<file path="src/rtl/epp_regfile.sv">
// rtl/epp_regfile.sv - EPP host slave with parameter registers, command pulses and status byte
// Optional feature macro: EPP_AUTOINC_EN (address auto-increment on register data accesses).
// Ports:
//   clk, rst_n                 system clock, asynchronous active-low reset
//   EppAstb, EppDstb, EppWR    EPP strobes and direction (asynchronous to clk)
//   EppWait                    handshake acknowledge to host
//   EppDB_i, EppDB_o, EppDB_oe EPP data bus in / out / output enable
//   regs_flat                  register bank, register i at [8i+7:8i]
//   cmd_pulse, cmd_data        per-channel one-cycle start pulse and its data byte
//   busy                       per-channel engine busy
module epp_regfile #(
   parameter int NUM_REGS    = 16,
   parameter int NUM_CMDS    = 4,
   parameter int CMD_BASE    = 16,
   parameter int STATUS_ADDR = 255
) (
   input  logic                  clk,
   input  logic                  rst_n,
   input  logic                  EppAstb,
   input  logic                  EppDstb,
   input  logic                  EppWR,
   output logic                  EppWait,
   input  logic [7:0]            EppDB_i,
   output logic [7:0]            EppDB_o,
   output logic                  EppDB_oe,
   output logic [NUM_REGS*8-1:0] regs_flat,
   output logic [NUM_CMDS-1:0]   cmd_pulse,
   output logic [7:0]            cmd_data,
   input  logic [NUM_CMDS-1:0]   busy
);

   localparam int         AW      = (NUM_REGS > 1) ? $clog2(NUM_REGS) : 1;
   localparam logic [7:0] NREGS_B = 8'(NUM_REGS);
   localparam logic [7:0] CBASE_B = 8'(CMD_BASE);
   localparam logic [7:0] NCMDS_B = 8'(NUM_CMDS);
   localparam logic [7:0] STAT_B  = 8'(STATUS_ADDR);
`ifdef EPP_AUTOINC_EN
   localparam logic [7:0] LAST_REG = 8'(NUM_REGS - 1);
`endif

   // The address and data phases are executed on the edge that leaves IDLE,
   // so EppWait rises 2 sync cycles + 1 register cycle after the strobe.
   typedef enum logic {IDLE = 1'b0, HOLD = 1'b1} state_t;

   state_t                     state, state_n;
   logic [1:0]                 astb_s, dstb_s, wr_s;
   logic [7:0]                 db_s1, db_s2;
   logic                       astb, dstb, host_rd;
   logic [7:0]                 address;
   logic [NUM_REGS-1:0][7:0]   regs;
   logic [NUM_CMDS-1:0]        overrun, overrun_n;
   logic                       do_addr, do_data, release_acc;
   logic                       is_reg, is_cmd, is_stat, busy_hit;
   logic [7:0]                 cmd_off;
   logic [NUM_CMDS-1:0]        cmd_hot;
   logic [AW-1:0]              idx;
   logic [3:0]                 ov4, busy4;
   logic [7:0]                 rd_byte;
`ifdef EPP_AUTOINC_EN
   logic                       inc_pend;
`endif

   // Two-flop synchronisers; strobes reset to their inactive (high) level.
   always_ff @(posedge clk or negedge rst_n) begin
      if (!rst_n) begin
         astb_s <= 2'b11;
         dstb_s <= 2'b11;
         wr_s   <= 2'b00;
         db_s1  <= 8'h00;
         db_s2  <= 8'h00;
      end else begin
         astb_s <= {astb_s[0], EppAstb};
         dstb_s <= {dstb_s[0], EppDstb};
         wr_s   <= {wr_s[0], EppWR};
         db_s1  <= EppDB_i;
         db_s2  <= db_s1;
      end
   end

   assign astb    = astb_s[1];
   assign dstb    = dstb_s[1];
   assign host_rd = wr_s[1];

   // State register
   always_ff @(posedge clk or negedge rst_n) begin
      if (!rst_n) state <= IDLE;
      else        state <= state_n;
   end

   // Next-state logic
   always_comb begin
      state_n = state;
      case (state)
         IDLE:    if (!astb || !dstb) state_n = HOLD;
         HOLD:    if (astb && dstb)   state_n = IDLE;
         default: state_n = IDLE;
      endcase
   end

   // Phase decode; address strobe has priority when both are low.
   always_comb begin
      do_addr     = 1'b0;
      do_data     = 1'b0;
      release_acc = 1'b0;
      case (state)
         IDLE: begin
            do_addr = !astb;
            do_data = astb && !dstb;
         end
         HOLD:    release_acc = astb && dstb;
         default: ;
      endcase
   end

   // Address decode
   assign idx     = address[AW-1:0];
   assign is_stat = (address == STAT_B);
   assign is_reg  = !is_stat && (address < NREGS_B);
   assign cmd_off = address - CBASE_B;
   assign is_cmd  = !is_stat && (address >= CBASE_B) && (cmd_off < NCMDS_B);

   always_comb begin
      cmd_hot = '0;
      for (int k = 0; k < NUM_CMDS; k++) cmd_hot[k] = is_cmd && (cmd_off == 8'(k));
   end

   assign busy_hit = |(cmd_hot & busy);

   // Status nibbles are fixed at 4 channels: pad or truncate.
   generate
      if (NUM_CMDS >= 4) begin : g_stat_trunc
         assign ov4   = overrun[3:0];
         assign busy4 = busy[3:0];
      end else begin : g_stat_pad
         assign ov4   = {{(4 - NUM_CMDS){1'b0}}, overrun};
         assign busy4 = {{(4 - NUM_CMDS){1'b0}}, busy};
      end
   endgenerate

   always_comb begin
      rd_byte = 8'h00;
      if (is_stat)     rd_byte = {ov4, busy4};
      else if (is_reg) rd_byte = regs[idx];
   end

   // Status read clears first, so an overrun raised in the same cycle survives.
   always_comb begin
      overrun_n = overrun;
      if (do_data && host_rd && is_stat)   overrun_n = '0;
      if (do_data && !host_rd && busy_hit) overrun_n = overrun_n | cmd_hot;
   end

   always_ff @(posedge clk or negedge rst_n) begin
      if (!rst_n) begin
         address   <= 8'h00;
         regs      <= '0;
         EppWait   <= 1'b0;
         EppDB_oe  <= 1'b0;
         EppDB_o   <= 8'h00;
         cmd_pulse <= '0;
         cmd_data  <= 8'h00;
         overrun   <= '0;
`ifdef EPP_AUTOINC_EN
         inc_pend  <= 1'b0;
`endif
      end else begin
         cmd_pulse <= '0;
         overrun   <= overrun_n;
         if (do_addr) begin
            EppWait <= 1'b1;
            if (host_rd) begin
               EppDB_o  <= address;
               EppDB_oe <= 1'b1;
            end else begin
               address <= db_s2;
            end
         end
         if (do_data) begin
            EppWait <= 1'b1;
`ifdef EPP_AUTOINC_EN
            inc_pend <= is_reg;
`endif
            if (host_rd) begin
               EppDB_o  <= rd_byte;
               EppDB_oe <= 1'b1;
            end else begin
               if (is_reg) regs[idx] <= db_s2;
               if (is_cmd && !busy_hit) begin
                  cmd_pulse <= cmd_hot;
                  cmd_data  <= db_s2;
               end
            end
         end
         if (release_acc) begin
            EppWait  <= 1'b0;
            EppDB_oe <= 1'b0;
`ifdef EPP_AUTOINC_EN
            inc_pend <= 1'b0;
            if (inc_pend) address <= (address == LAST_REG) ? 8'h00 : address + 8'h01;
`endif
         end
      end
   end

   assign regs_flat = regs;

endmodule

</file>
<file path="config.mk">
export PLATFORM = sky130hd
export DESIGN_NAME = epp_regfile
export DESIGN_NICKNAME = d
export VERILOG_FILES = /design/src/rtl/epp_regfile.sv
export SDC_FILE = /design/constraint.sdc
export NUM_CORES = 1
export LEC_CHECK = 0
export ABC_AREA = 0
export CAP_MARGIN = 20
export CORE_ASPECT_RATIO = 1.75
export CORE_MARGIN = 1.5
export CORE_UTILIZATION = 51
export DETAILED_ROUTE_END_ITERATION = 10
export HOLD_SLACK_MARGIN = 0.02
export PLACE_DENSITY = 0.82
export SYNTH_ARGS = -nofsm -noshare
export SYNTH_HDL_FRONTEND = slang
export SYNTH_SLANG_ARGS = --single-unit
</file>
<file path="constraint.sdc">
create_clock -name clk -period 2.9 [get_ports clk]
set_input_delay 0.725 -clock clk [delete_from_list [all_inputs] [get_ports clk]]
set_output_delay 0.725 -clock clk [all_outputs]
set_load 0.02 [all_outputs]
</file>
# == Yosys cells after proc, flatten, opt, wreduce, memory -nomap -nowiden ==
# Index checks and enable logic that the tools add are counted.
# totals
ff_bits,185
input_bits,17
out_inout_bits,150
elab_cells,100
# classes
add_sub_neg,1
n_lt_le_gt_ge,5
n_eq_ne,4
mux,30
n_bitwise,4
n_reduce_logical,27
# ops
operator,count
128-bit bitwise mux,1
8-bit 2-to-1 mux,8
8-bit binary-select mux with 4-bit select,1
8-bit demux with 4-bit select,1
4-bit 2-to-1 mux,5
"8-bit by 2-bit == test with 1-bit output, second input constant",2
1-bit logical AND,15
1-bit 2-to-1 mux,13
"8-bit by 1-bit == test with 1-bit output, second input constant",1
"8-bit == test, second input constant",1
"8-bit by 5-bit >= comparator with 1-bit output, second input constant",1
8-bit logical NOT,1
"8-bit by 3-bit < comparator with 1-bit output, second input constant",1
"8-bit by 5-bit < comparator with 1-bit output, second input constant",1
"8-bit by 5-bit subtractor with 8-bit output, second input constant",1
3-bit AND reduction,2
1-bit logical NOT,5
"4-bit by 5-bit < comparator with 1-bit output, second input constant",1
4-bit AND,1
"4-bit by 1-bit >= comparator with 1-bit output, second input constant",1
4-bit bitwise OR,1
4-bit OR reduction,1
3-bit nonzero test,1
1-bit inverter,2
3 further kinds,3

# == Longest topological paths before layout ==
# Gate-level depths: netlist of run 1.
# logic_depth
word_depth,12
mapped_depth,6

# == Least setup slack after synthesis of run 1 ==
# OpenSTA, ideal clock, no wires.
# synth_path
path_kind,register to register
start,register astb_s[1]
end,"register regs, in the netlist regs_flat[56]"
t_arrival_ns,2.185
t_required_ns,2.775
setup_slack_ns,0.590
stages_incl_launch_ff,7
path_buffers,2
period_less_slack_ns,2.310
cell_sequence,dfstp_2 > buf_2 > or4b_1 > clkbuf_1 > nor4_4 > nand3_4 > mux2_2
# synth_between
elab_chain_cells,3
# synth_rtl
element,line,rtl
"start, declared",46,"logic [1:0] astb_s, dstb_s, wr_s;"
"start signal, assigned",72,"astb_s <= {astb_s[0], EppAstb};"
1-bit logical AND,108,do_data = astb && !dstb;
1-bit 2-to-1 mux,105,case (state)
3-bit AND reduction (no line),-,
"end signal, assigned by index",187,if (is_reg) regs[idx] <= db_s2;
"end, declared",50,logic [NUM_REGS-1:0][7:0] regs;
# Every way passes these cells.
# A chain may end at the register's enable or synchronous reset.

# == Final worst setup path of run 1 ==
# layout_path
start,register astb_s[1]
end,"register regs, in the netlist regs_flat[103]"
# Same word-level chain as after synthesis.

==> results of run 1 <==
-- path summary, 6_finish.rpt --
check	endpoint	slack, ps
worst max-delay path	regs_flat[103]	370
worst min-delay path	regs_flat[68]	230
worst max register to register	regs_flat[103]	370
worst min register to register	db_s2[7]	350
max in group asynchronous	regs_flat[3]	1880
min in group clk	db_s2[7]	350
-- per-layer routing --
metal	vias to the layer above	global-route usage (%)	routed length, um
li1	2224	-	-
met1	2779	31.7	7840
met2	248	49.1	11800
met3	61	5.76	1120
met4	0	13.4	979
met5	-	0	0
-- report_power, final --
group,leakage [nW],internal [mW],switching [mW]
combinational,1.96,0.397,0.427
clock,0.304,1.46,1.01
sequential,2.49,2.70,0.190
total,4.75,4.55,1.62
-- cell families (layout without fill, tap and decap cells) --
group	after synthesis	in the layout	share of synthesized area, %
DFF	185	185	58.8
muxes	190	190	31.7
and+or+nand+nor	68	68	5.30
buffers and inverters	26	212	1.38
AOI/OAI and AO/OA	29	29	2.83
-- cell usage after synthesis (all sizes together) --
cell type	n	share of area, %
dfrtp	181	57
mux2	145	21
mux4	33	9.4
nand2	23	1.4
clkbuf	15	0.71
mux2i	12	1.5
nor2	11	0.52
buf	10	0.62
a222oi	6	0.76
o221ai	6	0.67
a21oi	5	0.32
nand2b	5	0.40
nand3	5	0.48
nor3	5	0.38
dfstp	4	1.3
nor4	4	0.70
o2bb2ai	4	0.44
nor2b	3	0.24
a22oi	2	0.19
a31oi	2	0.16
and3	2	0.16
nand4	2	0.16
nor3b	2	0.25
o21ai	2	0.13
o22ai	2	0.16
or2	2	0.16
inv	1	0.048
nand4bb	1	0.14
nor4b	1	0.11
or4	1	0.095
or4b	1	0.13
-- registers in the layout (all words and copies together), names as in the netlist --
signal	cells
EppDB_o	8
EppDB_oe	1
EppWait	1
address	8
astb_s	2
cmd_data	8
cmd_pulse	4
db_s1	8
db_s2	8
dstb_s	2
ov4	4
regs_flat	128
state	1
wr_s	2
-- worst reg2reg max path: cells and delay by family (launching register included) --
| kind | cells | cell delay, ps |
|---|---|---|
| and+or+nand+nor | 3 | 1400 |
| muxes | 1 | 430 |
| DFF | 1 | 590 |
-- cell type report --
type / instances / area [um^2] / share of cell area, %
inverter: 1 / 3.75 / 0.0360
tap: 186 / 233 / 2.23
clock inverter: 12 / 186 / 1.79
timing repair buffer: 179 / 1800 / 17.2
multi-input combinational: 287 / 3140 / 30.1
clock buffer: 20 / 437 / 4.19
sequential: 185 / 4640 / 44.4
-- metrics by stage --
step / area [um^2] / power (mW) / hold slack, ps / cells
floorplan: 7880 / 3.35 / 331 / 498
global placement: 9810 / 3.73 / 332 / 838
detailed placement: 9810 / 3.76 / 335 / 838
CTS: 10400 / 6.20 / 272 / 870
global route: 10400 / 6.38 / 286 / 870
finish: 10400 / 6.18 / 233 / 870
==> summary.txt, run 1 <==
Outcome
  • Status: finished, final reports clean

Route
  • WL/cell: around 25 um
  • Wirelength, routed: ~22000 um
  • Routed via count: about 5300
  • DR iter-0 viols: approximately 360
  • Post-route ant nets: 0
  • Drt first pass iters: 5
  • DRC viols: 0
  • Vias per cell: 6.11

Worst setup path
  • Crit path max fanout: 9
  • CP max stage cell: or4b_1
  • RR Startpoint: astb_s[1]
  • FF-to-FF path depth: 4
  • WS Path Type: flop to flop
  • Crit path from: astb_s[1]
  • Endpoint class of the critical path: flop
  • Critical Path Stages: 4
  • CP peak stage delay: approximately 660 ps
  • Critical path, cell by cell: or4b_1, nor3_1, nand2_1, mux2_1
  • Bufs and invs on worst path: 0
  • Cell family with most CP delay: simple AND/OR/NAND/NOR gates
  • Worst endpoint required time: between 3000 and 4000 ps
  • Setup crit start kind: flop
  • Crit path DAT: 2850 ps

Placed design
  • Dpl ws: 335 ps
  • Placer Congestion: about 0.94
  • Hpwl dp: around 15000 um
  • Port Buf Inserts: approximately 170

Final layout
  • Final nets: between 600 and 700
  • Ant. Diodes: 0
  • Most frequent cells in the layout: 180 x dfrtp_1, 165 x clkdlybuf4s50_1, 143 x mux2_2
  • Area grow syn2layout: 32.4%
  • Filler Cell Count: slightly above 1000
  • Commonest non-fill, non-tap cell in the layout: dfrtp_1
  • Share of post-route cells with drive strength above 1: approximately 34%
  • Finished Core Util: about two thirds

Synthesis
  • Mapped Cells: 498
  • Mapped Avg Cell Area: ~16 um^2
  • Yosys reg bits: approximately 190
  • Netlist Area Pre-Place: between 7000 and 8000 um^2
  • Syn_nets: roughly 520
  • Synthesis warning total: 0
  • Distinct cells, synth: 39
  • Seq/Total Area, Yosys: between 50% and 60%

Die
  • Horiz. Die Dim: 97.0 um
  • I/O pin cnt: ~170
  • Core box area: around 15000 um^2
  • Die area: about 16000 um^2
  • Die Y: about 170 um
  • Cell Rows: 60
  • Initial Utilization: 51.7%

Timing
  • Relative slew margins: a little over a third
  • Hold Vio Cnt, Final: 0
  • TNS Setup: 0 ps
  • Crit share post-route: just under 90%
  • Fmax achieved: just under 400 MHz
  • RSZ-0062 raised after global routing: no
  • Clk_skew: between 10 and 15 ps
  • Slew Viols, Final: 0
  • Period minus WS final: around 2500 ps
  • Worst setup margin: around 370 ps
  • # setup viols final: 0
  • Worst-Margin Slew: 966 ps

Clock network
  • CTS H-tree depth: 4
  • Setup Fix Bufs, Post-CTS: 0
  • Clk slew on worst S/H paths: approximately 70 ps
  • Worst-Skew Late Latency: 430 ps
  • Worst-case clock buffer depth: 2
  • Cts repair resizes: 0
  • Total CTS buffers: 17
  • Clock Sinks: between 150 and 200
  • CTS tree: done
  • Hold buffer count at CTS: 0
  • CTS Root Cell: clkbuf_16

Power and ir drop
  • Leakage: 4.75 nW
  • VDD IR max: about 420 uV
  • PD cells: approximately 600 nW/um^2

Global route
  • Number of global-route vias before repair: 5544
  • First-pass GRT wire length: roughly 33000 um
  • Total track usage: around 28%
  • Largest net degree at the start of global routing: 58
  • Gr ovfl total: 0
  • Antenna violations before repair: 0

Run
  • Max_cap viols: 0

Hold path
  • Worst Hold Class: input pin to async pin
No activity file was read; power rests on OpenSTA's default activity.
==> run 2, diff against run 1 <==
--- a/config.mk
+++ b/config.mk
@@ -10,8 +10,8 @@
 export CORE_ASPECT_RATIO = 1.75
 export CORE_MARGIN = 1.5
-export CORE_UTILIZATION = 51
+export CORE_UTILIZATION = 46
 export DETAILED_ROUTE_END_ITERATION = 10
 export HOLD_SLACK_MARGIN = 0.02
-export PLACE_DENSITY = 0.82
+export PLACE_DENSITY = 0.78
 export SYNTH_ARGS = -nofsm -noshare
 export SYNTH_HDL_FRONTEND = slang
==> constraint.sdc (replaced) <==
create_clock -name clk -period 2.2 [get_ports clk]
set_input_delay 0.55 -clock clk [delete_from_list [all_inputs] [get_ports clk]]
set_output_delay 0.55 -clock clk [all_outputs]
set_load 0.01 [all_outputs]
==> run 2 against run 1 <==
Against the previous run: register-to-register slack got worse by 290 ps; die area rose by 11%; first-iteration DRC count fell by 11%; non-clock buffer count rose by 33; hold slack got worse by 210 ps; cell count rose by 8.5%; flip-flop and latch count did not move; total power rose by 35%.
==> summary.txt, run 2 (synthesized netlist as in run 1, its figures left out) <==
Placed design
  • Hpwl dp: 16200 um (+4.8%)
  • Port Buf Inserts: 166 (unchanged)
  • Placer Congestion: 0.925 (-1.5%)

Final layout
  • Area grow syn2layout: 38.2%
  • Final nets: 721 (+4.8%)
  • Commonest non-fill, non-tap cell in the layout: dfrtp_1
  • Most frequent cells in the layout: 180 x dfrtp_1, 165 x clkdlybuf4s50_1, 142 x mux2_2
  • Filler Cell Count: 1279 (+23%)
  • Max FFs per register: 128 (unchanged)
  • Finished Core Util: 64.5% (-3.9 points)
  • Share of post-route cells with drive strength above 1: 38.4% (+4.0 points)
  • Ant. Diodes: 0 (unchanged)

Worst setup path
  • Worst endpoint required time: 2510 ps (-710 ps)
  • Crit path from: address[6]
  • FF-to-FF path depth: 5 (+1)
  • CP peak stage delay: 600 ps (-60 ps)
  • Critical path, cell by cell: or4_4, buf_4, nor4_4, buf_4, mux2_2
  • RR Startpoint: address[6]
  • CP max stage cell: or4_4
  • Crit path max fanout: 8 (-1)
  • Worst reg2reg setup slack: 80 ps (-290 ps)
  • Setup crit start kind: flop
  • Critical path endpoint: regs_flat[124]
  • WS Path Type: flop to flop
  • Crit path DAT: 2440 ps (-410 ps)
  • CP most frequent cell: buf_4
  • Endpoint class of the critical path: flop
  • Worst r2r dst: regs_flat[124]

Power and ir drop
  • Internal: 6.25 mW (+37%)
  • Gate power share: 14.1% (+0.8 points)
  • PD cells: 763 nW/um^2 (+29%)
  • Seq pwr share: 44.9% (-1.9 points)
  • NetSw: 2.06 mW (+27%)
  • Clk pwr share: 41.0% (+1.1 points)
  • Pwr Total: 8.31 mW (+35%)
  • Switching share of power: 24.7% (-1.5 points)
  • Leakage: 4.96 nW (+4.4%)
  • VDD IR max: 605 uV (+45%)

Clock network
  • Total CTS buffers: 17 (unchanged)
  • Worst-Skew Late Latency: 430 ps (about the same)
  • CTS Root Cell: clkbuf_16
  • Clk slew on worst S/H paths: 70 ps (about the same)
  • CTS tree: done
  • CTS H-tree depth: 4 (unchanged)
  • Clock Sinks: 185 (unchanged)
  • Worst-case clock buffer depth: 2 (unchanged)
  • Hold buffer count at CTS: 0 (unchanged)

Global route
  • First-pass GRT wire length: 33900 um (+1.1%)
  • Largest net degree at the start of global routing: 63 (+8.6%)
  • Antenna violations before repair: 0 (unchanged)
  • Gr ovfl total: 0 (unchanged)
  • Number of global-route vias before repair: 5812 (+4.8%)
  • Total track usage: 26.0% (-1.7 points)

Timing
  • Period minus WS final: 2120 ps (-406 ps)
  • Worst-Margin Slew: 776 ps (-190 ps)
  • Crit share post-route: 96.6% (+9.3 points)
  • Relative slew margins: 48.3% (+13 points)
  • Clk_skew: 9.34 ps (-2.81 ps)
  • RSZ-0062 raised after global routing: no
  • Hold Vio Cnt, Final: 0 (unchanged)
  • Slew Viols, Final: 0 (unchanged)
  • # setup viols final: 0 (unchanged)
  • Fmax achieved: 471 MHz (+19%)

Run
  • Max_cap viols: 0 (unchanged)

Die
  • Horiz. Die Dim: 102 um (+5.1%)
  • I/O pin cnt: 167 (unchanged)
  • Initial Utilization: 46.7% (-5.0 points)
  • Die area: 18000 um^2 (+11%)
  • Die Y: 176 um (+5.2%)
  • Cell Rows: 63 (+5.0%)
  • Core box area: 16900 um^2 (+11%)

Route
  • Post-route ant nets: 0 (unchanged)
  • Wirelength, routed: 22100 um (+1.6%)
  • Routed via count: 5297 (-0.28%)
  • DRC viols: 0 (unchanged)
  • DR iter-0 viols: 321 (-11%)
  • WL/cell: 23.4 um (-6.4%)
  • Drt first pass iters: 4 (-1)
  • Vias per cell: 5.61 (-8.1%)

Hold path
  • Worst Hold Class: input pin to async pin

Outcome
  • Status: finished, final reports clean
## run 2: metal layers
layer	routed length, um	GRT usage [%]	vias up
met4	1030	12.7	0
met1	7870	28.9	2755
met3	910	5.15	56
li1	-	-	2299
met5	0	0	-
met2	12300	46.6	187
## run 2: worst min path at each step
| stage | startpoint | to | slack [ps] |
|---|---|---|---|
| 6_report | rst_n | db_s1[1] | 30 |
| 5_1_grt | rst_n | db_s1[2] | 40 |
| 4_1_cts | rst_n | db_s1[2] | 30 |
| 3_5_place_dp | db_s1[5] | db_s2[5] | 330 |
| 3_3_place_gp | db_s1[4] | db_s2[4] | 330 |
| 2_1_floorplan | rst_n | EppDB_o[0] | 250 |
## run 2: final cells by class
| type | instances | area (um^2) | area share, % |
|---|---|---|---|
| clock buffer | 20 | 457 | 4.19 |
| clock inverter | 12 | 208 | 1.91 |
| inverter | 1 | 3.75 | 0.0345 |
| multi-input combinational | 287 | 3170 | 29.1 |
| sequential | 185 | 4640 | 42.6 |
| tap | 227 | 284 | 2.61 |
| timing repair buffer | 212 | 2130 | 19.6 |
## run 2: power groups by stage
stage	logic, mW	clock network (mW)	registers [mW]
final	1.17	3.41	3.73
after floorplan	0.570	0	3.77
after global placement	1.14	0	3.78
after detailed placement	1.17	0	3.79
after CTS	1.18	3.47	3.73
after global routing	1.25	3.62	3.75
## run 2: what timing repair did
action	4_1_cts	5_1_grt
resized for setup	0	5
buffers inserted	0	0
setup endpoints to repair	0	102
## run 2: critical path: cells and delay by family (launching register included)
family	cells	cell delay, ps
buf+inv	2	440
simple gates	2	810
mux	1	360
flops	1	400
## run 2: stage by stage
stage,hold slack (ps),setup TNS [ps],setup WS [ps],instances,area (um^2)
2_1_floorplan,254,-330,-32.0,498,7900
3_3_place_gp,332,-1480,-186,912,10200
3_5_place_dp,335,-1610,-214,912,10200
4_1_cts,31.1,0,11.6,944,10900
5_1_grt,36.0,0,33.3,944,10900
6_report,26.9,0,75.0,944,10900
==> run 3, diff against run 2 <==
SKIP_LAST_GASP = 1   (was default)
==> results of run 3 <==
The final DEF is identical to that of run 2; final timing and power are the same.
